[src/rtl/mem_stage_lsu_pkg.sv]
// Shared RV32I types for the MEM stage: opcodes, funct3 encodings,
// the control word carried down the pipe, and the LSU FSM states.
package rv32i_types;

  typedef enum logic [6:0] {
    op_lui   = 7'b0110111,
    op_auipc = 7'b0010111,
    op_jal   = 7'b1101111,
    op_jalr  = 7'b1100111,
    op_br    = 7'b1100011,
    op_load  = 7'b0000011,
    op_store = 7'b0100011,
    op_imm   = 7'b0010011,
    op_reg   = 7'b0110011
  } rv32i_opcode;

  typedef enum logic [2:0] {
    lb  = 3'b000,
    lh  = 3'b001,
    lw  = 3'b010,
    lbu = 3'b100,
    lhu = 3'b101
  } load_funct3_t;

  typedef enum logic [2:0] {
    sb = 3'b000,
    sh = 3'b001,
    sw = 3'b010
  } store_funct3_t;

  typedef struct packed {
    rv32i_opcode opcode;
    logic [2:0]  funct3;
  } rv32i_control_word;

  typedef enum logic [1:0] {
    IDLE = 2'd0,
    WAIT = 2'd1,
    DONE = 2'd2
  } lsu_state_t;

endpackage

[src/rtl/mem_stage_lsu_if.sv]
// Data-cache request/response bundle between the MEM stage and the cache.
// Handshake: dmem_read/dmem_write are levels raised by the LSU and held with
// address/wdata/byte_enable stable until the cache returns a one-cycle
// dmem_resp; the transfer completes in the cycle dmem_resp is high, and
// dmem_rdata is only meaningful in that cycle.
interface mem_stage_lsu_if;
  logic        dmem_read;
  logic        dmem_write;
  logic [31:0] dmem_address;
  logic [31:0] dmem_wdata;
  logic [3:0]  dmem_byte_enable;
  logic [31:0] dmem_rdata;
  logic        dmem_resp;

  modport master (
    output dmem_read, dmem_write, dmem_address, dmem_wdata, dmem_byte_enable,
    input  dmem_rdata, dmem_resp
  );

  modport slave (
    input  dmem_read, dmem_write, dmem_address, dmem_wdata, dmem_byte_enable,
    output dmem_rdata, dmem_resp
  );
endinterface

[src/rtl/mem_stage_lsu_load_align.sv]
// Load alignment: picks the addressed byte/halfword out of the cache word
// and sign- or zero-extends it according to funct3.
module lsu_load_align
  import rv32i_types::*;
(
  input  logic [31:0]  rdata,
  input  logic [1:0]   offset,
  input  load_funct3_t funct3,
  output logic [31:0]  data
);

  logic [7:0]  byte_sel;
  logic [15:0] half_sel;
  logic [1:0]  half_off;

  // Lane extraction and extension; a halfword at offset 3 would straddle
  // the word, so it is read from offset 0 instead.
  always_comb begin
    half_off = (offset == 2'd3) ? 2'd0 : offset;
    byte_sel = 8'(rdata >> {offset, 3'b000});
    half_sel = 16'(rdata >> {half_off, 3'b000});
    data     = '0;
    unique case (funct3)
      lb:      data = {{24{byte_sel[7]}}, byte_sel};
      lbu:     data = {24'd0, byte_sel};
      lh:      data = {{16{half_sel[15]}}, half_sel};
      lhu:     data = {16'd0, half_sel};
      lw:      data = rdata;
      default: data = '0;
    endcase
  end

endmodule

[src/rtl/mem_stage_lsu.sv]
// MEM-stage load/store unit: issues the cache request for the instruction
// held in EX/MEM, stalls the pipe until the cache responds, shifts store
// data into its lanes and aligns load data for MEM/WB.
module mem_stage_lsu
  import rv32i_types::*;
#(
  parameter int CNT_W = 32
) (
  input  logic              clk,
  input  logic              rst,
  input  logic [31:0]       alu_in,
  input  logic [31:0]       rs2_in,
  input  logic [3:0]        mem_byte_enable_in,
  input  rv32i_control_word ctrl_in,
  input  logic              ext_stall,
  mem_stage_lsu_if.master   dmem,
  output logic [31:0]       load_data_out,
  output logic              mem_stall,
  output logic [CNT_W-1:0]  access_cnt,
  output logic [CNT_W-1:0]  stall_cnt,
  output lsu_state_t        state_dbg
);

  lsu_state_t  state_q, state_d;
  logic [31:0] held_q;
  logic [31:0] aligned;
  logic        is_load, is_store, mem_op;
  logic        req, accept;

  assign is_load  = (ctrl_in.opcode == op_load);
  assign is_store = (ctrl_in.opcode == op_store);
  assign mem_op   = is_load | is_store;
  assign state_dbg = state_q;

  lsu_load_align u_load_align (
    .rdata  (dmem.dmem_rdata),
    .offset (alu_in[1:0]),
    .funct3 (load_funct3_t'(ctrl_in.funct3)),
    .data   (aligned)
  );

  // Request bus is driven only while a request is live, so it reads all
  // zeros when idle or parked in DONE.
  assign dmem.dmem_read        = req & is_load;
  assign dmem.dmem_write       = req & is_store;
  assign dmem.dmem_address     = req ? {alu_in[31:2], 2'b00} : '0;
  assign dmem.dmem_wdata       = req ? (rs2_in << {alu_in[1:0], 3'b000}) : '0;
  assign dmem.dmem_byte_enable = req ? (is_store ? mem_byte_enable_in : 4'b1111) : '0;

  // State register; reset drops any outstanding request.
  always_ff @(posedge clk) begin
    if (!rst) state_q <= IDLE;
    else      state_q <= state_d;
  end

  // Next state, request, stall and load result; a response completes the
  // access in the same cycle, and DONE parks a frozen instruction so it is
  // not re-issued.
  always_comb begin
    state_d       = state_q;
    req           = 1'b0;
    accept        = 1'b0;
    mem_stall     = 1'b0;
    load_data_out = '0;
    unique case (state_q)
      IDLE: begin
        if (mem_op) begin
          req = 1'b1;
          if (dmem.dmem_resp) begin
            accept  = 1'b1;
            state_d = ext_stall ? DONE : IDLE;
          end else begin
            mem_stall = 1'b1;
            state_d   = WAIT;
          end
        end
      end
      WAIT: begin
        req = 1'b1;
        if (dmem.dmem_resp) begin
          accept  = 1'b1;
          state_d = ext_stall ? DONE : IDLE;
        end else begin
          mem_stall = 1'b1;
        end
      end
      DONE: begin
        load_data_out = held_q;
        if (!ext_stall) state_d = IDLE;
      end
      default: state_d = IDLE;
    endcase
    if (accept && is_load) load_data_out = aligned;
  end

  // Holds the completed load result for as long as the pipe stays frozen.
  always_ff @(posedge clk) begin
    if (!rst)        held_q <= '0;
    else if (accept) held_q <= is_load ? aligned : '0;
  end

  // Saturating access and stall counters.
  always_ff @(posedge clk) begin
    if (!rst) begin
      access_cnt <= '0;
      stall_cnt  <= '0;
    end else begin
      if (accept && (access_cnt != '1)) access_cnt <= access_cnt + 1'b1;
      if (mem_stall && (stall_cnt != '1)) stall_cnt <= stall_cnt + 1'b1;
    end
  end

endmodule
[src/flat_wrapper.sv]
// flat-port wrapper written by rule: the top's interface ports become plain ports
module mem_stage_lsu_flat import rv32i_types::*;
#(
  parameter int CNT_W = 32
)
  (clk, rst, alu_in, rs2_in, mem_byte_enable_in, ctrl_in, ext_stall, load_data_out, mem_stall, access_cnt, stall_cnt, state_dbg, dmem_dmem_read, dmem_dmem_write, dmem_dmem_address, dmem_dmem_wdata, dmem_dmem_byte_enable, dmem_dmem_rdata, dmem_dmem_resp);
  mem_stage_lsu_if dmem_i ();
  input  logic clk;
  input  logic rst;
  input  logic [31:0] alu_in;
  input  logic [31:0] rs2_in;
  input  logic [3:0] mem_byte_enable_in;
  input  rv32i_control_word ctrl_in;
  input  logic ext_stall;
  output logic [31:0] load_data_out;
  output logic mem_stall;
  output logic [CNT_W-1:0] access_cnt;
  output logic [CNT_W-1:0] stall_cnt;
  output lsu_state_t state_dbg;
  output wire logic [$bits(dmem_i.dmem_read)-1:0] dmem_dmem_read;
  output wire logic [$bits(dmem_i.dmem_write)-1:0] dmem_dmem_write;
  output wire logic [$bits(dmem_i.dmem_address)-1:0] dmem_dmem_address;
  output wire logic [$bits(dmem_i.dmem_wdata)-1:0] dmem_dmem_wdata;
  output wire logic [$bits(dmem_i.dmem_byte_enable)-1:0] dmem_dmem_byte_enable;
  input wire logic [$bits(dmem_i.dmem_rdata)-1:0] dmem_dmem_rdata;
  input wire logic [$bits(dmem_i.dmem_resp)-1:0] dmem_dmem_resp;
  assign dmem_dmem_read = dmem_i.dmem_read;
  assign dmem_dmem_write = dmem_i.dmem_write;
  assign dmem_dmem_address = dmem_i.dmem_address;
  assign dmem_dmem_wdata = dmem_i.dmem_wdata;
  assign dmem_dmem_byte_enable = dmem_i.dmem_byte_enable;
  assign dmem_i.dmem_rdata = dmem_dmem_rdata;
  assign dmem_i.dmem_resp = dmem_dmem_resp;
  mem_stage_lsu #(.CNT_W(CNT_W)) u_core (.clk(clk), .rst(rst), .alu_in(alu_in), .rs2_in(rs2_in), .mem_byte_enable_in(mem_byte_enable_in), .ctrl_in(ctrl_in), .ext_stall(ext_stall), .dmem(dmem_i), .load_data_out(load_data_out), .mem_stall(mem_stall), .access_cnt(access_cnt), .stall_cnt(stall_cnt), .state_dbg(state_dbg));
endmodule
[config.mk]
export PLATFORM = sky130hd
export DESIGN_NAME = mem_stage_lsu_flat
export DESIGN_NICKNAME = d
export VERILOG_FILES = /design/src/rtl/mem_stage_lsu_pkg.sv /design/src/rtl/mem_stage_lsu_if.sv /design/src/rtl/mem_stage_lsu_load_align.sv /design/src/rtl/mem_stage_lsu.sv /design/src/flat_wrapper.sv
export SDC_FILE = /design/constraint.sdc
export NUM_CORES = 1
export LEC_CHECK = 0
export BUFFER_PORTS_ARGS = -buffer_cell sky130_fd_sc_hd__buf_2
export CAP_MARGIN = 10
export CELL_PAD_IN_SITES_DETAIL_PLACEMENT = 2
export CELL_PAD_IN_SITES_GLOBAL_PLACEMENT = 2
export CORE_UTILIZATION = 26
export DETAILED_ROUTE_END_ITERATION = 6
export GPL_TIMING_DRIVEN = 0
export HOLD_SLACK_MARGIN = 0.15
export PLACE_DENSITY = 0.86
export SLEW_MARGIN = 15
export SYNTH_ARGS = -nofsm -noshare
export SYNTH_HDL_FRONTEND = slang
export SYNTH_SLANG_ARGS = --single-unit
[constraint.sdc]
create_clock -name clk -period 2.98 [get_ports clk]
set_input_delay 0.149 -clock clk [delete_from_list [all_inputs] [get_ports clk]]
set_output_delay 0.149 -clock clk [all_outputs]
set_load 0.05 [all_outputs]
==> metrics.cfg <==
[run_status]
status=completed

[sta]
hold_ws_ns=0.226
rsz0062_at_grt=true
slew_viol_final=0
layout_setup_ws_ns=0.165
skew_ns=0.0153
final.period_utilization_pct=94.5
setup_viol=0
tightest_slew_ns=0.981
timing.final.hold_violations=0
min_period_ns=2.82
max_freq_mhz=355
relSlewSlack_pct=34.1

[detailed_routing]
routed-via-count=8142
drt-vias-per-instance=5.49
drtPass1Iterations=6
wl_per_cell_um=21.2
ant_nets=0
drt_iter0_markers=326
totalWireLength_um=31400
route.detailed.drc=0

[critical_path]
r2r_setup_slack_ns=0.16
cpMaxStageDelayCell=or4_1
critical_path.top_delay_family=simple AND/OR/NAND/NOR gates
cpMostUsedCell=buf_2
start_kind=flop
r2r_cells=8
cp-end-kind=flop
slowest_delay_ns=0.66
path_class=flop to flop
timing.critical_path.buf_inv=2
crit_fanout=10
cp_data_required_time_ns=3.26
worstPathArrival_ns=3.09
critical_path_depth=8
path_cells=ha_1, nand4_1, or4_1, nor3_4, buf_2, buf_2, o21ai_0, a21oi_1

[layout]
regArea_sq_um=1960
nets=1269
layout-drive-gt1-share_pct=27.9
area_growth_pct=36.1
multiInputGateArea_sq_um=4180
final_cell_count_no_fill=1482
diodes=0
nFillCells=2929

[placed_design]
pre_cts_ws_ns=0.00724
routabilityCongestion=0.882
dpl.cell_count=1446
dp_hpwl_um=23900
portBuffers=277

[synthesis]
synth_top_area_share_pct=30.4
netlist_top_cells_count=dfxtp_1 (98), nand2_1 (93), a21oi_1 (52), nor2_1 (50), clkbuf_1 (48)
syn_avg_cell_area_sq_um=7.64
synth_edf_count=0
synth_cell_types=58
async_reset_ff_share_pct=0
synth_top_area_cell=dfxtp_1
netlist_area_sq_um=6450
yosysMostFrequentCell=dfxtp_1
syn_inst=844
ys_warn_count=0
ys_ff_latch=98
ys_seq_area_share_pct=30.4
ys.flop_type=dfxtp_1
synthTopCellsByArea=dfxtp_1 (30%), nand2_1 (5.4%), a22oi_1 (4.4%), mux2i_1 (4.3%), and2_1 (4.2%)

[floorplanning]
core_area_sq_um=24300
die_w_um=160
rows=57
die_area_sq_um=25400
io-pin-count=283
initial_core_util_pct=26.5
die_h_um=160

[global_routing]
antenna_found_initial=0
grt_usage_pct=24.5
grt_max_degree=19
grt_pass1_wl_um=49500
grt_pass1_vias=8733
grt_overflow=0

[cts]
cts-root-buf=clkbuf_16
cts_buffer_depth=2
htree_levels=3
clock_latency_ns=0.36
tritoncts=yes
cts_buffers=9
cts.sinks=98
path_clk_slew_ns=0.08

[flow_run]
drv_cap=0

[hold_path]
min_path_cells=3
min_path_type=input pin to flop

[power]
report.power.total_w=0.00302
power_density_nw_per_um2=344
power.leakage_nw=4.02
ir_worst_vdd_uv=220

## metal layers
metal | track usage (%) | share of wire, % | wire (um) | vias to the layer above
li1 | - | - | - | 3785
met1 | 28.6 | 42 | 13100 | 4047
met2 | 45.8 | 52 | 16300 | 272
met3 | 3.52 | 4.6 | 1460 | 38
met4 | 6.99 | 2.0 | 614 | 0
met5 | 0 | 0 | 0 | -
## worst paths after layout
kind / from / endpoint
max: u_core.stall_cnt[0] / u_core.stall_cnt[7]
min: dmem_dmem_rdata[7] / u_core.held_q[7]
max reg2reg: u_core.stall_cnt[0] / u_core.stall_cnt[7]
min reg2reg: u_core.held_q[7] / u_core.held_q[7]
## what timing repair did
item / CTS / global route
buffers inserted: 3 / 0
setup endpoints to repair: 15 / 30
endpoints found under the hold margin: 17 / 0
cloned: 0 / 0
pin swaps: 1 / 0
hold buffers: 17 / 0
gates resized for setup: 2 / 8
## state kept, by name, indices dropped and copies added (netlist names)
name / cells
u_core.access_cnt: 32
u_core.held_q: 32
u_core.stall_cnt: 32
u_core.state_dbg: 2
## placed cells by master, fill, tap and decap left out, drive strengths merged, types with 3 or more instances in the layout
cell | Yosys | final
or3 | 27 | 27
dlygate4sd3 | 0 | 17
buf | 16 | 296
a21o | 8 | 8
nand4 | 22 | 22
o311ai | 11 | 11
inv | 12 | 15
nor4 | 8 | 8
nor3 | 19 | 19
a211oi | 16 | 16
clkbuf | 48 | 58
nand2 | 93 | 93
o41ai | 3 | 3
a21oi | 52 | 52
nand2b | 18 | 18
o21a | 10 | 10
nor2 | 50 | 50
and3 | 9 | 9
or2 | 4 | 4
and2 | 43 | 43
nor2b | 20 | 20
clkinv | 1 | 3
or4 | 22 | 22
mux2i | 28 | 28
o21ai | 33 | 33
o31a | 3 | 3
a22oi | 38 | 38
o211ai | 11 | 11
and4 | 7 | 7
o221ai | 5 | 5
xor2 | 5 | 5
nand3 | 36 | 36
o31ai | 21 | 21
a22o | 24 | 24
dfxtp | 98 | 98
## layout make-up
type / instances / share of cell area, %
multi-input combinational: 670 / 47.6
tap: 324 / 4.62
sequential: 98 / 22.3
clock inverter: 6 / 0.898
clock buffer: 10 / 2.72
inverter: 13 / 0.556
buffer: 64 / 3.23
timing repair buffer: 297 / 18.0
## power breakdown
part | internal [W] | leakage (nW) | switching, W
Sequential | 0.00131 | 0.789 | 0.000000952
Clock | 0.000695 | 0.157 | 0.000607
Combinational | 0.000151 | 3.07 | 0.000261
Total | 0.00215 | 4.02 | 0.000869
## cells by family (layout without fill, tap and decap cells)
family / Yosys count / after routing / synth area share [%]
and+or+nand+nor: 387 / 387 / 32.0
AOI/OAI and AO/OA: 243 / 243 / 26.2
DFF: 98 / 98 / 30.4
buffers and inverters: 77 / 390 / 5.10
muxes: 30 / 30 / 5.04
xor gates and xnor gates: 6 / 6 / 0.815
adders and majority gates: 2 / 2 / 0.388
other: 1 / 2 / 0.0581
## metrics by stage
stage / cell area [sq um] / util, % / TNS (ns)
2_1_floorplan: 6450 / - / 0
3_3_place_gp: 8250 / 33.9 / 0
3_5_place_dp: 8250 / 33.9 / 0
4_1_cts: 8760 / 36.0 / 0
5_1_grt: 8780 / 36.1 / -0.0793
6_report: 8780 / 36.1 / 0
## worst register-to-register path, delay by kind of cell, from the launching register on
family,cells,cell delay [ns]
buffers and inverters,2,0.62
AOI/OAI and AO/OA,2,0.30
and+or+nand+nor,3,1.14
DFF,1,0.43
adders and majority gates,1,0.25
No activity file was read; power rests on OpenSTA's default activity.
